--- config.mk ---
export PLATFORM = sky130hd
export DESIGN_NAME = ctrl_cmd_serializer
export DESIGN_NICKNAME = d
export VERILOG_FILES = /design/src/rtl/ctrl_cmd_serializer_pkg.sv /design/src/rtl/ctrl_cmd_serializer_len.sv /design/src/rtl/ctrl_cmd_serializer.sv
export SDC_FILE = /design/constraint.sdc
export NUM_CORES = 1
export LEC_CHECK = 0
export CORE_ASPECT_RATIO = 1.1
export CORE_MARGIN = 5
export CORE_UTILIZATION = 39
export DETAILED_ROUTE_END_ITERATION = 10
export GPL_TIMING_DRIVEN = 0
export PLACE_DENSITY = 0.77
export SYNTH_ARGS = -nofsm -noshare
export SYNTH_HDL_FRONTEND = slang
export SYNTH_HIERARCHICAL = 1
export SYNTH_SLANG_ARGS = --single-unit
--- constraint.sdc ---
create_clock -name clk -period 2.11 [get_ports clk]
set_input_delay 0.633 -clock clk [delete_from_list [all_inputs] [get_ports clk]]
set_output_delay 0.633 -clock clk [all_outputs]
set_load 0.05 [all_outputs]
--- src/rtl/ctrl_cmd_serializer_pkg.sv ---
// Shared command codes, payload lengths and state type for the
// control byte serializer.
package ctrl_cmd_serializer_pkg;

    localparam logic [7:0] CMD_BEGIN_PROGRAM      = 8'h01;
    localparam logic [7:0] CMD_WRITE_BLOCK_INSTR  = 8'h02;
    localparam logic [7:0] CMD_WRITE_BLOCK_REG_0  = 8'h03;
    localparam logic [7:0] CMD_WRITE_BLOCK_REG_1  = 8'h04;
    localparam logic [7:0] CMD_ALLOC_DELAY        = 8'h05;
    localparam logic [7:0] CMD_END_PROGRAM        = 8'h06;
    localparam logic [7:0] CMD_SET_INPUT_GAIN     = 8'h07;
    localparam logic [7:0] CMD_SET_OUTPUT_GAIN    = 8'h08;
    localparam logic [7:0] CMD_UPDATE_BLOCK_REG_0 = 8'h09;
    localparam logic [7:0] CMD_UPDATE_BLOCK_REG_1 = 8'h0A;
    localparam logic [7:0] CMD_COMMIT_REG_UPDATES = 8'h0B;

    localparam int CMD_MAX_PAYLOAD   = 6;
    localparam int CMD_LEN_INSTR     = 4;
    localparam int CMD_LEN_DELAY     = 6;

    typedef enum logic [1:0] {
        S_IDLE,
        S_SEND,
        S_GAP
    } state_t;

endpackage

--- src/rtl/ctrl_cmd_serializer_len.sv ---
// Opcode to payload length lookup; opcode-only commands and unknown
// codes carry no payload.
module ctrl_cmd_len
    import ctrl_cmd_serializer_pkg::*;
#(
    parameter int BLOCK_BYTES = 1,
    parameter int DATA_BYTES  = 2
) (
    input  logic [7:0] opcode,
    output logic [2:0] len
);

    always_comb begin
        len = 3'd0;
        case (opcode)
            CMD_WRITE_BLOCK_INSTR:
                len = 3'(BLOCK_BYTES + CMD_LEN_INSTR);
            CMD_WRITE_BLOCK_REG_0, CMD_WRITE_BLOCK_REG_1,
            CMD_UPDATE_BLOCK_REG_0, CMD_UPDATE_BLOCK_REG_1:
                len = 3'(BLOCK_BYTES + DATA_BYTES);
            CMD_ALLOC_DELAY:
                len = 3'(CMD_LEN_DELAY);
            CMD_SET_INPUT_GAIN, CMD_SET_OUTPUT_GAIN:
                len = 3'(DATA_BYTES);
            default:
                len = 3'd0;
        endcase
    end

endmodule

--- src/rtl/ctrl_cmd_serializer.sv ---
// Serializes one structured command into control_unit's byte protocol,
// paced by the receiver's next pulse, with a stall timeout.
module ctrl_cmd_serializer
    import ctrl_cmd_serializer_pkg::*;
#(
    parameter int N_BLOCKS     = 256,
    parameter int DATA_WIDTH   = 16,
    parameter int NEXT_TIMEOUT = 1024
) (
    input  logic                                      clk,
    input  logic                                      reset,
    input  logic                                      cmd_valid,
    output logic                                      cmd_ready,
    input  logic [7:0]                                cmd_opcode,
    input  logic [((N_BLOCKS > 256) ? 16 : 8)-1:0]    cmd_block,
    input  logic [31:0]                               cmd_instr,
    input  logic [DATA_WIDTH-1:0]                     cmd_data,
    input  logic [23:0]                               cmd_delay_size,
    input  logic [23:0]                               cmd_init_delay,
    output logic [7:0]                                out_byte,
    output logic                                      out_valid,
    input  logic                                      next,
    output logic                                      busy,
    output logic                                      done,
    output logic                                      timeout_err,
    output logic [15:0]                               bytes_sent
);

    localparam int BLOCK_BYTES = (N_BLOCKS > 256) ? 2 : 1;
    localparam int DATA_BYTES  = (DATA_WIDTH == 24) ? 3 : 2;
    localparam int BW          = 8 * BLOCK_BYTES;
    localparam int TW          = $clog2(NEXT_TIMEOUT);

    state_t        state;
    logic [55:0]   sr;
    logic [2:0]    rem;
    logic [2:0]    len;
    logic [TW-1:0] cnt;
    logic [47:0]   payload;

    ctrl_cmd_len #(
        .BLOCK_BYTES(BLOCK_BYTES),
        .DATA_BYTES (DATA_BYTES)
    ) u_len (
        .opcode(cmd_opcode),
        .len   (len)
    );

    // Payload is left-aligned so the shift register always emits MSB first.
    always_comb begin
        payload = '0;
        case (cmd_opcode)
            CMD_WRITE_BLOCK_INSTR:
                payload = 48'({cmd_block, cmd_instr}) << (48 - BW - 32);
            CMD_WRITE_BLOCK_REG_0, CMD_WRITE_BLOCK_REG_1,
            CMD_UPDATE_BLOCK_REG_0, CMD_UPDATE_BLOCK_REG_1:
                payload = 48'({cmd_block, cmd_data}) << (48 - BW - DATA_WIDTH);
            CMD_ALLOC_DELAY:
                payload = {cmd_delay_size, cmd_init_delay};
            CMD_SET_INPUT_GAIN, CMD_SET_OUTPUT_GAIN:
                payload = 48'(cmd_data) << (48 - DATA_WIDTH);
            default:
                payload = '0;
        endcase
    end

    assign out_byte = sr[55:48];
    assign busy     = (state != S_IDLE);

    always_ff @(posedge clk) begin
        if (reset) begin
            state       <= S_IDLE;
            sr          <= '0;
            rem         <= '0;
            cnt         <= '0;
            out_valid   <= 1'b0;
            done        <= 1'b0;
            timeout_err <= 1'b0;
            cmd_ready   <= 1'b1;
            bytes_sent  <= '0;
        end else begin
            done        <= 1'b0;
            timeout_err <= 1'b0;
            case (state)
                S_IDLE: begin
                    if (cmd_ready && cmd_valid) begin
                        sr        <= {cmd_opcode, payload};
                        rem       <= len;
                        cnt       <= '0;
                        out_valid <= 1'b1;
                        cmd_ready <= 1'b0;
                        state     <= S_SEND;
                    end else begin
                        cmd_ready <= 1'b1;
                    end
                end
                S_SEND: begin
                    if (next) begin
                        out_valid  <= 1'b0;
                        sr         <= {sr[47:0], 8'h00};
                        bytes_sent <= bytes_sent + 16'd1;
                        if (rem == 3'd0) begin
                            done  <= 1'b1;
                            sr    <= '0;
                            state <= S_IDLE;
                        end else begin
                            rem   <= rem - 3'd1;
                            state <= S_GAP;
                        end
                    end else if (cnt == TW'(NEXT_TIMEOUT - 1)) begin
                        out_valid   <= 1'b0;
                        timeout_err <= 1'b1;
                        sr          <= '0;
                        rem         <= '0;
                        state       <= S_IDLE;
                    end else begin
                        cnt <= cnt + TW'(1);
                    end
                end
                S_GAP: begin
                    out_valid <= 1'b1;
                    cnt       <= '0;
                    state     <= S_SEND;
                end
                default: state <= S_IDLE;
            endcase
        end
    end

endmodule

Yosys cells after proc, flatten, opt, wreduce, memory -nomap -nowiden
Memories as Yosys holds them, arrays and structs flattened.
Cells that the tools add are included.
Storage, ports and cells
  register bits: 91
  input port bits: 116
  output and inout port bits: 29
  memories: 1
  memory bits (read-only): 48
  logic and storage cells: 76
Cells by class
  bitwise logic cells: 2
  muxes and demuxes: 28
  add/sub/neg operators: 3
  reduce and logical (&&, ||, !) cells: 17
  equal/unequal tests: 16
Memory list
  (name not given): depth 16, width 3, read ports 1, clocked after Yosys merged registers in 0, write ports 0, RTL line ctrl_cmd_serializer_len.sv:15  | case (opcode)
Operators with widths (count)
  $mux 56: 4
  $pmux 48 s4: 1
  $pmux 56 s2: 1
  $mux 10: 3
  $pmux 10 s3: 1
  $eq 8x3->1 const B: 3
  $eq 8x4->1 const B: 3
  $add 16x1->16 const B: 1
  $eq 8x2->1 const B: 2
  $mux 3: 5
  $add 10x1->10 const B: 1
  $eq 10x10->1 const B: 1
  $mux 2: 4
  $reduce_and 4->1: 2
  $mux 1: 6
  $ne 2x2->1 const B: 3
  $ne 3x3->1 const B: 2
  $pmux 2 s3: 1
  $pmux 3 s2: 1
  $reduce_and 3->1: 2
  $reduce_or 3->1: 2
  $logic_not 4->1: 1
  $reduce_and 2->1: 2
  $reduce_bool 2->1: 2
  other kinds (11): 12

Longest topological paths before layout
Gate-level depths: netlist of the first run.
  depth in word-level cells: 5
  depth in mapped cells: 8
  depth with buffers taken out: 7

Cells and area by module
The synthesis of the first run kept the hierarchy.
Modules (own cells, without submodules)
  ctrl_cmd_serializer: cells each 623, area an instance 5114.9 µm², times used 1
  ctrl_cmd_len: cells each 17, area an instance 152.6 µm², times used 1

Worst setup path before layout of the first run
No wires, ideal clock.
  path type: input port to flip-flop
  start: in cmd_opcode[0]
  end: reg sr[39]
  slack: -111 ps
  stages on the path: 7
  path buffers: 3
  arrival time: 2094 ps
  cell sequence: buf_2 > buf_2 > buf_2 > mux2_2 > a222oi_1 > a2bb2oi_1 > o21ai_0
Between the ends
  cells in the longest elaborated chain, start to end: 5
  elaborated cells on any way between the ends: 13
  classes of those cells: eq/ne (8); mux (3); reduce/logical (2)
RTL lines
  from (decl): RTL line ctrl_cmd_serializer.sv:14  | input logic [7:0] cmd_opcode,
  $eq 8x2->1 (tied with other cells): RTL line ctrl_cmd_serializer.sv:52  | case (cmd_opcode)
  $reduce_or 4->1 / $reduce_or 2->1 (equally long branches): RTL line ctrl_cmd_serializer.sv:52
  $pmux 48 s4 *: RTL line ctrl_cmd_serializer.sv:52
  $mux 56 *: RTL line ctrl_cmd_serializer.sv:86  | if (cmd_ready && cmd_valid) begin
  $pmux 56 s2 *: RTL line ctrl_cmd_serializer.sv:84  | case (state)
  to (signal assigned): RTL line ctrl_cmd_serializer.sv:87  | sr <= {cmd_opcode, payload};
  to (signal assigned): RTL line ctrl_cmd_serializer.sv:100  | sr <= {sr[47:0], 8'h00};
  to (decl): RTL line ctrl_cmd_serializer.sv:35  | logic [55:0] sr;
Every way passes the cells marked *; elsewhere a longest branch is shown, timed or not. The select of a mux whose other input is x is not followed.
A chain may end at the register's enable or synchronous reset.

Worst setup path in the final report of the first run
  start: in reset
  end: reg sr[54]
RTL lines
  from (decl): RTL line ctrl_cmd_serializer.sv:11  | input logic reset,
No word-level cell between the ends.

==> results of run 1 <==
[critical path, stage by stage]
cell and delay, ns:
clkdlybuf4s50_1 0.66, clkbuf_1 0.43, clkbuf_1 0.46, nor3_1 0.12
[path summary, 6_finish.rpt]
kind                            slack [ns]    from     end
worst max register to register        0.13  cnt[3]  sr[47]
worst min register to register        0.45   sr[1]   sr[1]
worst min-delay path                  0.45   sr[1]   sr[1]
worst max-delay path                  0.02   reset  sr[54]
[per-layer routing]
| layer | vias to the layer above | part of all wire (%) |
|---|---|---|
| li1 | 2703 | - |
| met1 | 2569 | 41 |
| met2 | 203 | 50 |
| met3 | 38 | 6.3 |
| met4 | 0 | 2.6 |
| met5 | - | 0 |
[cells in the mapped netlist, types with 2 or more instances]
master and count:
nand3_1 21, clkbuf_1 28, dfxtp_1 91, xnor2_1 8, buf_4 12, a311oi_1 7, xor2_1 15, buf_1 3
mux2_2 16, and3_1 7, and3b_1 2, or2_2 2, nor3_1 28, nand2b_1 9, nand4_1 3, nand2_1 35
nor4bb_1 2, or2b_1 2, and4_1 3, a22o_1 9, ha_1 8, a21oi_1 22, o22ai_1 9, nor2_1 96
nor2b_1 5, and4b_1 2, a221oi_1 8, inv_1 15, buf_2 19, nor3b_1 3, a22oi_1 41, mux2i_1 12
o21ai_0 19, and2_1 4, a211oi_1 30, a2bb2oi_1 8, a222oi_1 15
[where the power goes]
| part | internal, mW | switching (mW) | total (mW) |
|---|---|---|---|
| sequential | 1.82 | 0.0689 | 1.89 |
| combinational | 0.561 | 0.625 | 1.19 |
| clock | 0.845 | 0.780 | 1.63 |
[area by class of cell]
type / count / area, sq um / area share, %
clock inverters: 7 / 76.3 / 1.00
multi-input cells: 472 / 3270 / 43.0
well taps: 161 / 201 / 2.65
inverters: 15 / 56.3 / 0.740
repair buffers: 165 / 1590 / 20.8
plain buffers: 57 / 363 / 4.77
clock buffers: 9 / 225 / 2.96
flip-flops and latches: 91 / 1830 / 24.0
[registers in the layout, indices dropped and copies added, names as in the netlist]
register     flops
sr              56
rem              3
cmd_ready        1
state            2
out_valid        1
cnt             10
done             1
timeout_err      1
bytes_sent      16
[repair_timing]
item | 4_1_cts | 5_1_grt
endpoints found under the setup margin | 89 | 54
pin swaps | 9 | 11
gates cloned | 1 | 1
buffers inserted | 12 | 7
resized for setup | 98 | 41
[through the flow]
step | setup TNS (ns) | instance area, sq um
floorplan | -0.00470 | 5280
global placement | -61.14 | 6920
detailed placement | -63.47 | 6920
CTS | -0.0296 | 7450
global route | -0.186 | 7600
finish | 0 | 7600
[kinds of logic (layout without fill, tap and decap cells)]
logic type	after synthesis	after routing	synth area share [%]
and+or+nand+nor	235	235	22.0
AOI/OAI and AO/OA	178	178	25.2
DFF	91	91	34.6
buffers and inverters	77	253	6.79
muxes	28	28	5.70
xor gates and xnor gates	23	23	3.82
adders and majority gates	8	8	1.90
==> flow_summary.json, run 1 <==
{
  "status": "complete, no violations",
  "use_met3_pct": 3.73,
  "max-slew-margin-rel_pct": 58.9,
  "cts_buffers": 9,
  "busiest_layer": "met2",
  "finalClockSkew_ns": 0.0111,
  "cts.sinks": 91,
  "die_x_microns": 121,
  "clk-insertion-delay-late_ns": 0.35,
  "grt_pass1_vias": 5301,
  "hold_class": "flip-flop to flip-flop",
  "layout-drive-gt1-share_pct": 17.0,
  "yosys-top-cells-area": "dfxtp_1 (35%), nor2_1 (6.8%), a22oi_1 (5.8%), a211oi_1 (4.3%), mux2_2 (3.4%)",
  "min_period_over_period_pct": 99.2,
  "max-vdd-ir-drop_uv": 389,
  "core_sq_mm": 0.0132,
  "design_power_total_mw": 4.70,
  "ff2ff_path_depth": 6,
  "synth_edf_count": 0,
  "synthDistinctLibCells": 58,
  "synth_cells": 640,
  "placed_cells": 945,
  "synth_area_per_cell_sq_um": 8.23,
  "synth_ff_type": "dfxtp_1",
  "ys_seq_elements": 91,
  "cts_max_path_buffers": 2,
  "rows": 44,
  "ios": 145,
  "areaGrowthSynthToFinish_pct": 44.3,
  "synthesis.nets": 764,
  "grt_usage_pct": 20.3,
  "rsz0062_at_grt": "true",
  "wire_per_inst_microns": 17.3,
  "drc": 0,
  "synth_area_sq_mm": 0.00527,
  "period_needed_ns": 2.09,
  "hpwl_microns": 12600,
  "yosysWarnings": 6,
  "fmax_ghz": 0.478,
  "crit_type": "input port to flip-flop",
  "cp-start-kind": "input port",
  "use_met2_pct": 35.4,
  "postCtsHoldBufs": 0,
  "grt_pass1_wl_microns": 26400,
  "first_pass_iters": 6,
  "dieHeight_microns": 132,
  "ys_seq_area_share_pct": 34.6,
  "grt_max_degree": 20,
  "end_kind": "flip-flop",
  "report.final.slew_viol_count": 0,
  "synth.top_cell.area_share_pct": 34.6,
  "final_hold_viol_count": 0,
  "power.density_mw_per_mm2": 618,
  "initialDrtViolationCount": 484,
  "met1_usage_pct": 25.3,
  "n_antenna_cell": 0,
  "cap_violations": 0,
  "fillers": 1211,
  "stdcell_count": 977,
  "dieArea_sq_mm": 0.0159,
  "fin_hold_ws_ns": 0.452,
  "nNetsFinal": 935,
  "initial_core_util_pct": 39.9,
  "cts-root-buf": "clkbuf_16",
  "layout_commonest_cell": "clkdlybuf4s50_1",
  "worst_pin_slew_ns": 0.614,
  "synth_async_sr_flop_share_pct": 0,
  "setup_ws_ns": 0.0165,
  "gp_congestion": 0.868,
  "dp_slack_ns": -1.31,
  "cts_tree": "built",
  "cellLeakagePower_nw": 2.94,
  "globalRouteOverflowTotal": 0,
  "worstPathMaxFanout": 10,
  "utilization_pct": 57.5,
  "min_path_cells": 2,
  "cp.arrival_ns": 2.31,
  "yosys.area.top_type": "dfxtp_1",
  "antenna_found_initial": 0,
  "wl_microns": 16900,
  "cts.clk_slew.worst_paths_ns": 0.07,
  "ant_nets": 0,
  "io_buffer_count": 144,
  "setup_viol": 0,
  "vias": 5513,
  "final_cell_mix": "clkdlybuf4s50_1 (106), nor2_1 (94), dfxtp_1 (88)",
  "vias_per_cell": 5.64,
  "critPathRequiredTime_ns": 2.33,
  "htreeDepth": 3
}
No activity file was read; power rests on OpenSTA's default activity.
==> run 2, diff against run 1 <==
- CTS_CLUSTER_SIZE: not set -> 14
==> results of run 2 <==
Same layout as run 1: the final DEF is identical, and so are final timing and power.
==> run 3, diff against run 2 <==
- CELL_PAD_IN_SITES_DETAIL_PLACEMENT: not set -> 0
- CELL_PAD_IN_SITES_GLOBAL_PLACEMENT: not set -> 2
- CORE_UTILIZATION: 39 -> 25
- PLACE_DENSITY: 0.77 -> 0.84
==> flow_summary.json, run 3 (synthesis results as in run 1) <==
{
  "finalClockSkew_ns": 0.00772,
  "initial_core_util_pct": 25.5,
  "utilization_pct": 37.2,
  "largest_reg_flops": 56,
  "violations": "setup timing",
  "cp_common_cell": "buf_6",
  "wire_per_inst_microns": 17.8,
  "status": "finished, violations left",
  "min_period_over_period_pct": 100,
  "initialDrtViolationCount": 353,
  "grt_usage_pct": 15.7,
  "grt_pass1_vias": 5359,
  "critPathBufInv": 2,
  "max-slew-margin-rel_pct": 59.4,
  "rsz0062_at_grt": "true",
  "worstPathMaxFanout": 8,
  "dieHeight_microns": 162,
  "cp_cell_sequence": "buf_6 -> buf_6 -> nor3b_4 -> a2111o_2 -> a222oi_1 -> nand2b_1 -> a311oi_1",
  "final_cell_mix": "clkdlybuf4s50_1 (106), nor2_1 (91), dfxtp_1 (89)",
  "wl_microns": 18900,
  "grt_pass1_wl_microns": 29800,
  "fmax_ghz": 0.473,
  "crit_type": "input port to flip-flop",
  "postCtsHoldBufs": 0,
  "cp_top_family": "compound AO/OA/AOI/OAI gates",
  "design_power_total_mw": 4.82,
  "n_antenna_cell": 0,
  "cellLeakagePower_nw": 2.91,
  "hpwl_microns": 14500,
  "stdcell_count": 1064,
  "dp_slack_ns": -1.44,
  "max_stage_delay_ns": 0.51,
  "rows": 55,
  "rrSetupSlack_ns": 0.14,
  "worst_pin_slew_ns": 0.609,
  "htreeDepth": 3,
  "cts.sinks": 91,
  "fillers": 2156,
  "end_kind": "flip-flop",
  "ant_nets": 0,
  "setup_viol": 1,
  "first_pass_iters": 5,
  "cts-root-buf": "clkbuf_16",
  "cap_violations": 0,
  "layout_commonest_cell": "clkdlybuf4s50_1",
  "power.density_mw_per_mm2": 629,
  "period_needed_ns": 2.11,
  "clk-insertion-delay-late_ns": 0.35,
  "placed_cells": 1040,
  "grt_max_degree": 16,
  "setup_ws_ns": -0.00399,
  "die_x_microns": 148,
  "gp_congestion": 0.792,
  "antenna_found_initial": 0,
  "cts.clk_slew.worst_paths_ns": 0.07,
  "cts_buffers": 9,
  "top_register": "sr",
  "drc": 0,
  "max-vdd-ir-drop_uv": 341,
  "globalRouteOverflowTotal": 0,
  "final_hold_viol_count": 0,
  "vias_per_cell": 5.10,
  "dieArea_sq_mm": 0.0241,
  "hold_class": "flip-flop to flip-flop",
  "setup_tns_ns": -0.00399,
  "layout-drive-gt1-share_pct": 16.5,
  "vias": 5424,
  "largestRegisters": "sr x56, bytes_sent x16, cnt x10",
  "cts_tree": "built",
  "core_sq_mm": 0.0206,
  "nNetsFinal": 927,
  "cp.arrival_ns": 2.33,
  "cp-start-kind": "input port",
  "cpMaxStageDelayCell": "a222oi_1",
  "critPathRequiredTime_ns": 2.33,
  "areaGrowthSynthToFinish_pct": 45.6,
  "report.final.slew_viol_count": 0,
  "cts_max_path_buffers": 2,
  "ios": 145,
  "io_buffer_count": 144
}
## run 3: per-stage QoR
stage / hold slack [ns] / instance area [sq um]
after floorplan: 0.433 / 5280
after global placement: 0.443 / 7040
after global routing: 0.489 / 7670
after detailed placement: 0.446 / 7040
after CTS: 0.454 / 7590
final: 0.453 / 7670
## run 3: final timing paths
check        endpoint  cells past startpoint           from
min             sr[7]                      2          sr[7]
max reg2reg    sr[10]                      7         cnt[3]
min reg2reg     sr[7]                      2          sr[7]
max            sr[44]                      7  cmd_opcode[1]
## run 3: power by group
part	switching (mW)	total [mW]	internal, mW
clock network	0.709	1.75	1.04
registers	0.0672	1.89	1.82
logic	0.637	1.19	0.549
total	1.41	4.82	3.41
## run 3: final cells by class
type | count | area (sq um) | area share (%)
clock inverters | 6 | 88.8 | 1.16
inverters | 15 | 56.3 | 0.734
clock buffers | 10 | 229 | 2.98
plain buffers | 55 | 369 | 4.81
repair buffers | 159 | 1520 | 19.8
multi-input cells | 472 | 3260 | 42.5
flip-flops and latches | 91 | 1820 | 23.8
well taps | 256 | 320 | 4.18
## run 3: worst reg2reg max path, stage by stage (launching register included)
cell,delay (ns)
dfxtp_1,0.42
nand4_2,0.21
o31a_2,0.44
nor3_4,0.25
buf_6,0.18
buf_4,0.19
nor2_1,0.06
nor3_1,0.13
## run 3: what timing repair did
item	in CTS	in global routing
gates resized for setup	111	36
setup endpoints to repair	91	82
cloned	1	0
setup buffers	11	3
pin swaps	9	7
## run 3: per-layer routing
metal | GRT usage [%] | vias up | part of all wire [%]
li1 | - | 2680 | -
met1 | 20.4 | 2586 | 44
met2 | 26.5 | 134 | 50
met3 | 3.04 | 24 | 4.7
met4 | 4.37 | 0 | 1.7
met5 | 0 | - | 0
